### src/rtl/programmable_delay_line_if.sv
// programmable_delay_line_if: sample, valid and status bundle for the programmable delay line
interface programmable_delay_line_if #(
  parameter int N = 5,
  parameter int CH = 2,
  parameter int MAX_DELAY = 16,
  parameter int DW = $clog2(MAX_DELAY + 1)
);
  logic ce;
  logic [DW-1:0] delay;
  logic [CH*N-1:0] idata;
  logic ivalid;
  logic [CH*N-1:0] odata;
  logic ovalid;
  logic locked;
  logic delay_err;
  modport master (output ce, delay, idata, ivalid, input odata, ovalid, locked, delay_err);
  modport slave (input ce, delay, idata, ivalid, output odata, ovalid, locked, delay_err);
endinterface

### src/rtl/programmable_delay_line.sv
// programmable_delay_line: multi-channel shift chain with run-time tap, valid flush and lock tracking
module programmable_delay_line #(
  parameter int N = 5,
  parameter int CH = 2,
  parameter int MAX_DELAY = 16,
  localparam int DW = $clog2(MAX_DELAY + 1)
) (
  input logic clk,
  input logic rst,
  programmable_delay_line_if.slave bus
);
  localparam int W = CH * N;
  localparam int AW = MAX_DELAY > 1 ? $clog2(MAX_DELAY) : 1;
  localparam logic [DW-1:0] MAXD = DW'(MAX_DELAY);
  typedef enum logic {FILL, LOCKED} state_t;
  state_t state, state_n;
  logic [W-1:0] sd [MAX_DELAY];
  logic [MAX_DELAY-1:0] sv;
  logic [DW-1:0] active_delay, fill_cnt, fill_cnt_n, req;
  logic [AW-1:0] tap;
  logic change;
  assign req = bus.delay > MAXD ? MAXD : bus.delay;
  assign change = req != active_delay;
  assign tap = AW'(active_delay - 1'b1);
  // a new delay flushes only valid bits; the sample arriving on that edge still enters as valid
  always_ff @(posedge clk)
    if (rst) begin
      for (int i = 0; i < MAX_DELAY; i++) sd[i] <= '0;
      sv <= '0;
      active_delay <= '0;
      bus.delay_err <= 1'b0;
    end else if (bus.ce) begin
      sd[0] <= bus.idata;
      for (int i = 1; i < MAX_DELAY; i++) sd[i] <= sd[i-1];
      sv <= ((change ? '0 : sv) << 1) | MAX_DELAY'(bus.ivalid);
      active_delay <= req;
      bus.delay_err <= bus.delay > MAXD;
    end
  always_ff @(posedge clk)
    if (rst) begin
      state <= FILL;
      fill_cnt <= '0;
    end else begin
      state <= state_n;
      fill_cnt <= fill_cnt_n;
    end
  always_comb begin
    fill_cnt_n = !bus.ce ? fill_cnt : change ? '0 : state == FILL ? fill_cnt + 1'b1 : fill_cnt;
    state_n = !bus.ce ? state : change ? FILL : fill_cnt_n >= active_delay ? LOCKED : state;
  end
  assign bus.odata = active_delay == '0 ? bus.idata : sd[tap];
  assign bus.ovalid = active_delay == '0 ? bus.ivalid : sv[tap];
  assign bus.locked = state == LOCKED;
endmodule

### src/flat_wrapper.sv
// flat-port wrapper written by rule: the top's interface ports become plain ports
module programmable_delay_line_flat 
#(
  parameter int N = 5,
  parameter int CH = 2,
  parameter int MAX_DELAY = 16,
  localparam int DW = $clog2(MAX_DELAY + 1)
)
  (clk, rst, bus_ce, bus_delay, bus_idata, bus_ivalid, bus_odata, bus_ovalid, bus_locked, bus_delay_err);
  programmable_delay_line_if #(.N(N), .CH(CH), .MAX_DELAY(MAX_DELAY)) bus_i ();
  input logic clk;
  input logic rst;
  input wire logic [$bits(bus_i.ce)-1:0] bus_ce;
  input wire logic [$bits(bus_i.delay)-1:0] bus_delay;
  input wire logic [$bits(bus_i.idata)-1:0] bus_idata;
  input wire logic [$bits(bus_i.ivalid)-1:0] bus_ivalid;
  output wire logic [$bits(bus_i.odata)-1:0] bus_odata;
  output wire logic [$bits(bus_i.ovalid)-1:0] bus_ovalid;
  output wire logic [$bits(bus_i.locked)-1:0] bus_locked;
  output wire logic [$bits(bus_i.delay_err)-1:0] bus_delay_err;
  assign bus_i.ce = bus_ce;
  assign bus_i.delay = bus_delay;
  assign bus_i.idata = bus_idata;
  assign bus_i.ivalid = bus_ivalid;
  assign bus_odata = bus_i.odata;
  assign bus_ovalid = bus_i.ovalid;
  assign bus_locked = bus_i.locked;
  assign bus_delay_err = bus_i.delay_err;
  programmable_delay_line #(.N(N), .CH(CH), .MAX_DELAY(MAX_DELAY)) u_core (.clk(clk), .rst(rst), .bus(bus_i));
endmodule
### config.mk
export PLATFORM = sky130hd
export DESIGN_NAME = programmable_delay_line_flat
export DESIGN_NICKNAME = d
export VERILOG_FILES = /design/src/rtl/programmable_delay_line_if.sv /design/src/rtl/programmable_delay_line.sv /design/src/flat_wrapper.sv
export SDC_FILE = /design/constraint.sdc
export NUM_CORES = 1
export LEC_CHECK = 0
export BUFFER_PORTS_ARGS = -buffer_cell sky130_fd_sc_hd__buf_2
export CORE_ASPECT_RATIO = 0.7
export CORE_UTILIZATION = 40
export DETAILED_ROUTE_END_ITERATION = 16
export PLACE_DENSITY = 0.64
export SLEW_MARGIN = 15
export SYNTH_ARGS = -nofsm -noshare
export SYNTH_HDL_FRONTEND = slang
export SYNTH_SLANG_ARGS = --single-unit
### constraint.sdc
create_clock -name clk -period 10.1 [get_ports clk]
set_input_delay 1.01 -clock clk [delete_from_list [all_inputs] [get_ports clk]]
set_output_delay 1.01 -clock clk [all_outputs]
set_load 0.01 [all_outputs]
==> impl_metrics.toml <==
[timing]
fin_crit_ns = 4.86
fin_setup_tns_ns = 0
fin_ws_ns = 5.24
timing.final.crit_share_pct = 48.1
setup_viol = 0
whs_ns = 0.488
drv_slew = 0
tightestPinTransition_ns = 1.00
fmax_ghz = 0.206
slew_headroom_pct = 31.9
hold_viol_final = 0
rsz0062_at_grt = "false"
fin_skew_ns = 0.00731

[synthesis]
synth_ff_type = "edfxtp_1"
syn_avg_cell_area_sq_um = 14.9
synth_area_leaders = "edfxtp_1 55%, mux4_2 11%, and2_1 7.4%, dfxtp_1 6.4%, nor2b_1 5.3%"
syn_area_sq_um = 8770
yosys.area.top_type_share_pct = 54.8
async_reset_ff_share_pct = 0
synth_fp_nets = 616
synth_top_cell_by_area = "edfxtp_1"
yosysWarnings = 0
ys_types = 41
ys_ff_latch = 188
synthCells = 589
yosysSeqAreaShare_pct = 61.2
synth-edff-count = 160

[clocking]
cts_resized = 0
cts_num_sinks = 188
ctsHoldBuffers = 0
clkTransAtPathRegs_ns = 0.07
clock-root-buffer = "clkbuf_16"
cts_max_level = 4
cts_made_buffers = 17
worstSkewPairLatency_ns = 0.43
cts_tree = "built"
postCtsSetupBuffers = 0
cts_buffer_depth = 2

[cells_and_area]
drive_gt1_share_pct = 21.2
final_common_cell = "edfxtp_1"
num_antenna_cells = 0
multi_input_area_sq_um = 3200
fin_cells = 895
final_nets = 633
area_growth_pct = 11.3
final_area_sq_um = 9760
nFillCells = 1845
layout_common_cells = "160 x edfxtp_1, 104 x and2_1, 74 x nor2b_1, 44 x mux4_2, 31 x buf_2"
seq_area_sq_um = 5370

[worst_setup_path]
crit_path_max_fanout = 48
crit_type = "flop to output pin"
cpMaxStageDelayCell = "dfxtp_4"
crit_top_cell = "a211oi_1"
critPathLaunchType = "flop"
critPathArrivalTime_ns = 3.85
worstPathRequired_ns = 9.09
path_cells = "inv_1, ha_2, buf_4, mux4_2, nor2b_1, a211oi_1, a211oi_1, buf_2"
slowest_delay_ns = 1.00
critPathCaptureType = "output pin"

[die]
start_util_pct = 41.6
die_x_microns = 179
dieArea_sq_um = 22500
ios = 32
fp.dieH_microns = 126
rows = 44
coreArea_sq_um = 21100

[route]
wl_per_cell_microns = 18.2
drt_iter0_markers = 348
drtAntennaViolNets = 0
drc = 0
vias_per_cell = 5.35
dr.pass1.iters = 5
wl_microns = 16300
vias = 4785

[global_route]
grt_max_degree = 111
grt_pass1_vias = 4855
grt_usage_pct = 15.7
grt_pass1_wl_microns = 26800
gr-total-overflow = 0
antenna_found_initial = 0

[run]
max_cap_viol_count = 0

[place]
portBuffers = 31
routabilityCongestion = 0.754
place_area_sq_um = 9140
place_inst = 863
dp_slack_ns = 5.60
hpwl_microns = 9450

[hold_path]
hold_class = "flop to flop"

[power]
total_leakage_power_nw = 3.58
p_per_area_nw_per_um2 = 183
ir_drop_v = 0.000125

[outcome]
status = "finished clean"
per-layer routing:
layer / wire length, microns / up-vias / part of all wire (%) / global-route usage (%)
li1: - / 2220 / - / -
met1: 7940 / 2457 / 49 / 23.3
met2: 7430 / 92 / 46 / 22.5
met3: 757 / 16 / 4.6 / 3.29
met4: 180 / 0 / 1.1 / 5.68
met5: 0 / - / 0 / 0
stage by stage:
step	total power, mW	util, %
6_report	1.79	46.3
3_3_place_gp	1.09	43.3
2_1_floorplan	1.05	-
3_5_place_dp	1.10	43.3
4_1_cts	1.80	46.3
5_1_grt	1.85	46.3
synth_stat cells (2+ instances only):
master	n
a211oi_1	15
a211oi_2	7
a21o_1	2
a21oi_1	10
a22o_1	15
and2_1	104
and2b_1	3
buf_2	3
buf_4	3
buf_6	5
clkbuf_1	26
dfxtp_1	28
edfxtp_1	160
ha_1	8
inv_1	6
inv_2	2
mux2i_1	18
mux4_2	44
nand2_1	5
nand2b_1	5
nand3_1	2
nand4_1	3
nor2_1	19
nor2b_1	75
o21ai_0	2
xnor2_1	3
xor2_1	2
registers in the layout, summed over array words and instances, names as in the netlist:
| name | count |
|---|---|
| u_core.sv | 16 |
| u_core.bus.delay_err | 1 |
| u_core.fill_cnt | 5 |
| u_core.active_delay | 5 |
| u_core.sd | 160 |
| u_core.bus.locked | 1 |
cells by family (layout without fill, tap and decap cells):
| family | count (synthesis) | count (layout) | share of synthesized area, % |
|---|---|---|---|
| AO/OA/AOI/OAI | 56 | 56 | 5.52 |
| XOR/XNOR | 6 | 6 | 0.685 |
| adder cells (fa/ha/maj) | 8 | 8 | 1.14 |
| buffers and inverters | 46 | 76 | 2.70 |
| flip-flops | 188 | 188 | 61.2 |
| multiplexers | 62 | 62 | 13.4 |
| AND/OR/NAND/NOR | 223 | 223 | 15.4 |
path summary, 6_finish.rpt:
check | end | depth (start not counted) | slack (ns) | startpoint
worst max register to register | u_core.bus.locked$_SDFFE_PP0P_ | 11 | 6.86 | u_core.active_delay[0]$_SDFFE_PP0P_
worst max-delay path | bus_odata[2] | 8 | 5.24 | u_core.active_delay[0]$_SDFFE_PP0P_
worst min-delay path | u_core.sv[15]$_SDFFE_PP0P_ | 1 | 0.49 | u_core.sv[15]$_SDFFE_PP0P_
worst min register to register | u_core.sv[15]$_SDFFE_PP0P_ | 1 | 0.49 | u_core.sv[15]$_SDFFE_PP0P_
where the power goes:
part | leakage (nW) | internal (mW) | switching, mW
logic | 1.30 | 0.0717 | 0.0891
registers | 1.99 | 0.893 | 0.0269
clock network | 0.291 | 0.413 | 0.293
worst max-delay path: cells and delay by family (launching register included):
kind	cells	cell delay, ns
buffers and inverters	3	1.08
adder cells (fa/ha/maj)	1	0.40
flip-flops	1	1.00
AND/OR/NAND/NOR	1	0.14
AO/OA/AOI/OAI	2	0.36
multiplexers	1	0.41
area by class of cell:
type | count | area share [%]
clock buffers | 17 | 4.36
clock inverters | 15 | 1.99
inverters | 8 | 0.359
multi-input cells | 355 | 32.8
flip-flops and latches | 188 | 55.0
well taps | 276 | 3.54
repair buffers | 36 | 1.97
Note: power is estimated with default switching activity, not from simulation.
